--- src/rtl/ball_motion_ctrl_pkg.sv ---
// rtl/ball_motion_ctrl_pkg.sv - shared types and maze geometry defaults for ball motion
package ball_motion_ctrl_pkg;

  // Geometry defaults shared with the maze render/collision logic
  localparam logic [4:0]  DEF_BALL_W  = 5'd10;
  localparam logic [10:0] DEF_START_X = 11'd40;
  localparam logic [10:0] DEF_START_Y = 11'd40;
  localparam logic [10:0] DEF_H_MAX   = 11'd640;
  localparam logic [10:0] DEF_V_MAX   = 11'd480;
  localparam logic [10:0] DEF_GOAL_X0 = 11'd580;
  localparam logic [10:0] DEF_GOAL_X1 = 11'd620;
  localparam logic [10:0] DEF_GOAL_Y0 = 11'd460;
  localparam logic [10:0] DEF_GOAL_Y1 = 11'd470;

  // Per-frame sequencer states; each step walks SETTLE_X..MOVE_Y once
  typedef enum logic [2:0] {
    ST_IDLE     = 3'd0,
    ST_SETTLE_X = 3'd1,
    ST_MOVE_X   = 3'd2,
    ST_SETTLE_Y = 3'd3,
    ST_MOVE_Y   = 3'd4,
    ST_GOAL     = 3'd5
  } state_e;

  // Direction of travel along one axis
  typedef enum logic [1:0] {
    DIR_NONE = 2'b00,
    DIR_POS  = 2'b01,
    DIR_NEG  = 2'b10
  } dir_e;

  // Opposing requests cancel out
  function automatic dir_e decode_dir(input logic pos_req, input logic neg_req);
    if (pos_req && !neg_req) return DIR_POS;
    if (neg_req && !pos_req) return DIR_NEG;
    return DIR_NONE;
  endfunction

endpackage

--- src/rtl/ball_axis_step.sv ---
// rtl/ball_axis_step.sv - single-axis one-pixel step candidate with wall/clamp blocking
module ball_axis_step
  import ball_motion_ctrl_pkg::*;
(
  input  logic [10:0] pos,
  input  dir_e        dir,
  input  logic        stop_pos,
  input  logic        stop_neg,
  input  logic [10:0] limit,
  output logic [10:0] next_pos,
  output logic        blocked
);

  // Candidate position plus a block flag; the clamp test precedes the add so nothing wraps
  always_comb begin
    next_pos = pos;
    blocked  = 1'b1;
    case (dir)
      DIR_POS: begin
        next_pos = pos + 11'd1;
        blocked  = stop_pos || (pos >= limit);
      end
      DIR_NEG: begin
        next_pos = pos - 11'd1;
        blocked  = stop_neg || (pos == 11'd0);
      end
      default: ;
    endcase
  end

endmodule

--- src/rtl/ball_motion_ctrl.sv ---
// rtl/ball_motion_ctrl.sv - per-frame ball stepping with collision sampling, clamping and goal re-spawn
module ball_motion_ctrl
  import ball_motion_ctrl_pkg::*;
#(
  parameter logic [4:0]  BALL_W  = DEF_BALL_W,
  parameter logic [10:0] START_X = DEF_START_X,
  parameter logic [10:0] START_Y = DEF_START_Y,
  parameter logic [10:0] H_MAX   = DEF_H_MAX,
  parameter logic [10:0] V_MAX   = DEF_V_MAX,
  parameter logic [10:0] GOAL_X0 = DEF_GOAL_X0,
  parameter logic [10:0] GOAL_X1 = DEF_GOAL_X1,
  parameter logic [10:0] GOAL_Y0 = DEF_GOAL_Y0,
  parameter logic [10:0] GOAL_Y1 = DEF_GOAL_Y1
) (
  input  logic        clk,
  input  logic        rst_n,
  input  logic        frame_tick,
  input  logic        req_right,
  input  logic        req_left,
  input  logic        req_up,
  input  logic        req_down,
  input  logic [2:0]  speed,
  input  logic        stop_right,
  input  logic        stop_left,
  input  logic        stop_up,
  input  logic        stop_down,
  output logic [10:0] x_ball,
  output logic [10:0] y_ball,
  output logic [4:0]  ball_width,
  output logic        busy,
  output logic        win,
  output logic        overrun
);

  localparam logic [10:0] X_LIMIT = H_MAX - {6'd0, BALL_W};
  localparam logic [10:0] Y_LIMIT = V_MAX - {6'd0, BALL_W};

  state_e      state_q, state_d;
  logic [10:0] x_q, y_q;
  logic [10:0] x_next, y_next;
  logic        x_blocked, y_blocked;
  dir_e        h_dir_q, v_dir_q;
  dir_e        h_req, v_req;
  logic [2:0]  steps_q;
  logic        start_ok;
  logic        at_goal;

  assign h_req      = decode_dir(req_right, req_left);
  assign v_req      = decode_dir(req_down, req_up);
  assign start_ok   = (speed != 3'd0) && ((h_req != DIR_NONE) || (v_req != DIR_NONE));
  assign at_goal    = (x_q >= GOAL_X0) && (x_q <= GOAL_X1) && (y_q >= GOAL_Y0) && (y_q <= GOAL_Y1);
  assign x_ball     = x_q;
  assign y_ball     = y_q;
  assign ball_width = BALL_W;

  ball_axis_step u_x_step (
    .pos      (x_q),
    .dir      (h_dir_q),
    .stop_pos (stop_right),
    .stop_neg (stop_left),
    .limit    (X_LIMIT),
    .next_pos (x_next),
    .blocked  (x_blocked)
  );

  ball_axis_step u_y_step (
    .pos      (y_q),
    .dir      (v_dir_q),
    .stop_pos (stop_down),
    .stop_neg (stop_up),
    .limit    (Y_LIMIT),
    .next_pos (y_next),
    .blocked  (y_blocked)
  );

  // Sequencer state register
  always_ff @(posedge clk or negedge rst_n) begin
    if (!rst_n) state_q <= ST_IDLE;
    else        state_q <= state_d;
  end

  // Next state and status pulses; a tick arriving mid-frame only raises overrun
  always_comb begin
    state_d = state_q;
    busy    = (state_q != ST_IDLE);
    win     = 1'b0;
    overrun = frame_tick && (state_q != ST_IDLE);
    case (state_q)
      ST_IDLE:     if (frame_tick && start_ok) state_d = ST_SETTLE_X;
      ST_SETTLE_X: state_d = ST_MOVE_X;
      ST_MOVE_X:   state_d = ST_SETTLE_Y;
      ST_SETTLE_Y: state_d = ST_MOVE_Y;
      ST_MOVE_Y:   state_d = (steps_q > 3'd1) ? ST_SETTLE_X : ST_GOAL;
      ST_GOAL: begin
        win     = at_goal;
        state_d = ST_IDLE;
      end
      default:     state_d = ST_IDLE;
    endcase
  end

  // Request latch, per-axis stepping, step counting and goal re-spawn
  always_ff @(posedge clk or negedge rst_n) begin
    if (!rst_n) begin
      x_q     <= START_X;
      y_q     <= START_Y;
      h_dir_q <= DIR_NONE;
      v_dir_q <= DIR_NONE;
      steps_q <= 3'd0;
    end else begin
      case (state_q)
        ST_IDLE: begin
          if (frame_tick) begin
            h_dir_q <= h_req;
            v_dir_q <= v_req;
            steps_q <= speed;
          end
        end
        ST_MOVE_X: if (!x_blocked) x_q <= x_next;
        ST_MOVE_Y: begin
          if (!y_blocked) y_q <= y_next;
          steps_q <= steps_q - 3'd1;
        end
        ST_GOAL: begin
          if (at_goal) begin
            x_q <= START_X;
            y_q <= START_Y;
          end
        end
        default: ;
      endcase
    end
  end

endmodule

--- config.mk ---
export PLATFORM = sky130hd
export DESIGN_NAME = ball_motion_ctrl
export DESIGN_NICKNAME = d
export VERILOG_FILES = /design/src/rtl/ball_motion_ctrl_pkg.sv /design/src/rtl/ball_axis_step.sv /design/src/rtl/ball_motion_ctrl.sv
export SDC_FILE = /design/constraint.sdc
export NUM_CORES = 1
export LEC_CHECK = 0
export BUFFER_PORTS_ARGS = -buffer_cell sky130_fd_sc_hd__buf_2
export CORE_MARGIN = 2
export CORE_UTILIZATION = 40
export DETAILED_ROUTE_END_ITERATION = 8
export GPL_TIMING_DRIVEN = 0
export PLACE_DENSITY = 0.68
export SYNTH_ARGS = -nofsm -noshare
export SYNTH_HDL_FRONTEND = slang
export SYNTH_SLANG_ARGS = --single-unit
export TNS_END_PERCENT = 20
--- constraint.sdc ---
create_clock -name clk -period 2.2 [get_ports clk]
set_input_delay 0.44 -clock clk [delete_from_list [all_inputs] [get_ports clk]]
set_output_delay 0.44 -clock clk [all_outputs]
set_load 0.01 [all_outputs]
==> flow_metrics.tcl <==
set metrics [dict create \
    crit_fanout 7 \
    antenna_cells 0 \
    drv_slew 0 \
    ys_ff_latch 32 \
    die_w_um 85.8 \
    drtIter0Drc 119 \
    synth_cells 305 \
    cap_violations 0 \
    portBuffers 38 \
    start_util_pct 41.6 \
    r2r_cells 9 \
    fin_ws_ns -0.156 \
    crit_family "compound AO/OA/AOI/OAI gates" \
    die_h_um 85.8 \
    htreeDepth 2 \
    area_delta_synth_final_pct 26.0 \
    core_um2 6420 \
    clkSlewWorstSetupHoldPaths_ns 0.07 \
    ir_worst_vdd_mv 0.535 \
    hold_viol 0 \
    layout.nets 414 \
    syn-cell-area_um2 2670 \
    vias 2474 \
    r2r-end "x_ball[10]" \
    dp_hpwl_um 4570 \
    post-route-period-util_pct 107 \
    cp-start-kind "flip-flop" \
    drc 2 \
    yosysSeqAreaShare_pct 30.1 \
    crit_path_top_delay_cell "dfrtp_1" \
    p_leak_uw 0.00153 \
    finalClockSkew_ns 0.00690 \
    routabilityCongestion 0.790 \
    postCtsHoldBufs 0 \
    dieArea_um2 7350 \
    grt_overflow_total 0 \
    setup_viol_count_final 4 \
    ios 44 \
    power.total_uw 4920 \
    timing.critical_path.buf_inv 1 \
    r2r_start "h_dir_q[1]" \
    relSlewSlack_pct 51.8 \
    tritoncts "yes" \
    endpoint "x_ball[10]" \
    cp.required_ns 2.37 \
    cts_root_buf "clkbuf_8" \
    path_class "reg -> reg" \
    clock_latency_ns 0.28 \
    finalCriticalPeriod_ns 2.36 \
    grt_pass1_vias 2371 \
    rsz0062_at_grt "true" \
    dpl-instance-area_um2 3000 \
    routed_via_density 5.52 \
    crit_chain "ha_4 > fa_2 > a211oi_4 > o211ai_1 > buf_4 > a21oi_2 > and4bb_2 > nor3_2 > o21ba_2" \
    dp_slack_ns -0.359 \
    ys_warn_count 0 \
    rows 29 \
    antenna_found_initial 0 \
    numCtsBuffers 5 \
    synth_ff_type "dfrtp_1" \
    grt_max_degree 33 \
    netlist_top_cells_count "28 x dfrtp_1, 28 x ha_1, 26 x o21ai_0" \
    critPathCaptureType "flip-flop" \
    cts.sinks 32 \
    violations "DRC, setup timing" \
    cp_data_arrival_time_ns 2.53 \
    netlist_top_cells_area "dfrtp_1 26%, ha_1 13%, o21ai_0 4.9%" \
    synth_top_area_share_pct 26.2 \
    pwr_density_cell_nw_per_um2 1460 \
    routed_wl_um 6530 \
    cpPeakStageDelay_ns 0.41 \
    outcome "complete, but fails checks" \
    clockBufferDepth 2 \
    final_area_um2 3370 \
    grt_pass1_wl_um 11100 \
    post_drt_wl_per_cell_um 14.6 \
    worst_pin_slew_ns 0.724 \
    cp.depth 9 \
    reg2reg_slack_ns -0.16 \
    synth_edf_count 0 \
    synth.distinct_cells 57 \
    netlist.top_cell.by_area "dfrtp_1" \
    max_freq_ghz 0.425 \
    hold_path_class "in -> async" \
    nFillCells 619 \
    synth.avg_cell_area_um2 8.77 \
    synth_async_sr_flop_share_pct 100 \
    ant_nets 0 \
    drive_above_1_share_pct 29.9 \
    dr.pass1.iters 6 \
    grt_usage_pct 18.8 \
    setup_tns_ns -0.352 \
    fin_util_pct 52.5 \
    crit_start "h_dir_q[1]" \
]
==> area by class of cell <==
class / instances / area [um^2] / share of cell area (%)
Buffer: 12 / 86.3 / 2.56
Clock buffer: 8 / 90.1 / 2.67
Inverter: 21 / 83.8 / 2.49
Multi-Input combinational cell: 243 / 1870 / 55.6
Sequential cell: 32 / 808 / 24.0
Tap cell: 77 / 96.3 / 2.86
Timing Repair Buffer: 55 / 332 / 9.84
==> per-stage QoR <==
step                hold WS, ns  cells
floorplan                 0.144    308
global placement          0.482    423
detailed placement        0.497    423
CTS                       0.248    442
global route              0.276    448
finish                    0.213    448
==> cells by family after synthesis <==
group,count (synthesis),synth area share (%)
AOI/OAI and AO/OA,95,24.4
muxes,1,0.421
xor gates and xnor gates,15,4.91
and+or+nand+nor,97,19.0
DFF,32,30.1
buffers and inverters,33,6.27
adders and majority gates,30,14.6
other,2,0.281
==> per-layer routing <==
layer	global-route usage, %	vias to the layer above	share of wire, %
li1	-	1234	-
met1	25.7	1178	46
met2	30.5	53	49
met3	3.27	9	4.1
met4	5.63	0	1.3
met5	0	-	0
==> report_power, final <==
part | switching (uW) | total, uW | internal [uW]
sequential | 344 | 1200 | 853
clock | 215 | 470 | 255
combinational | 1710 | 3260 | 1540
total | 2270 | 4920 | 2650
==> flip-flops by register name, indices dropped and copies added, names as in the netlist <==
signal and cells:
steps_q 3, y_ball 11, state_q 3, h_dir_q 2, x_ball 11, v_dir_q 2
==> what timing repair did <==
item,CTS,global route
setup endpoints to repair,6,17
hold endpoints to repair,0,0
setup buffers,11,6
resized for setup,20,19
pin swaps,7,11
==> placed cells by master (no fill, tap or decap), types with 7 or more instances in the layout <==
| master | netlist | routed |
|---|---|---|
| buf_2 | 1 | 37 |
| dfrtp_1 | 28 | 26 |
| nand2_1 | 25 | 25 |
| nor2_1 | 22 | 22 |
| buf_4 | 6 | 21 |
| ha_1 | 28 | 20 |
| o21ai_0 | 26 | 19 |
| inv_1 | 20 | 18 |
| a21oi_1 | 22 | 18 |
| nand3_1 | 9 | 9 |
| xnor2_1 | 9 | 9 |
| nor3_1 | 9 | 8 |
| o21ai_1 | 1 | 7 |
| ha_4 | 0 | 7 |
==> how the worst min path moves through the flow <==
stage / startpoint / endpoint / cells past startpoint
after CTS: rst_n / y_ball[0] / 1
after global placement: steps_q[2] / steps_q[2] / 1
after global routing: rst_n / h_dir_q[1] / 1
after detailed placement: steps_q[2] / steps_q[2] / 1
after floorplan: rst_n / h_dir_q[0] / 0
final: rst_n / y_ball[0] / 1
(Power assumes the default switching activity.)
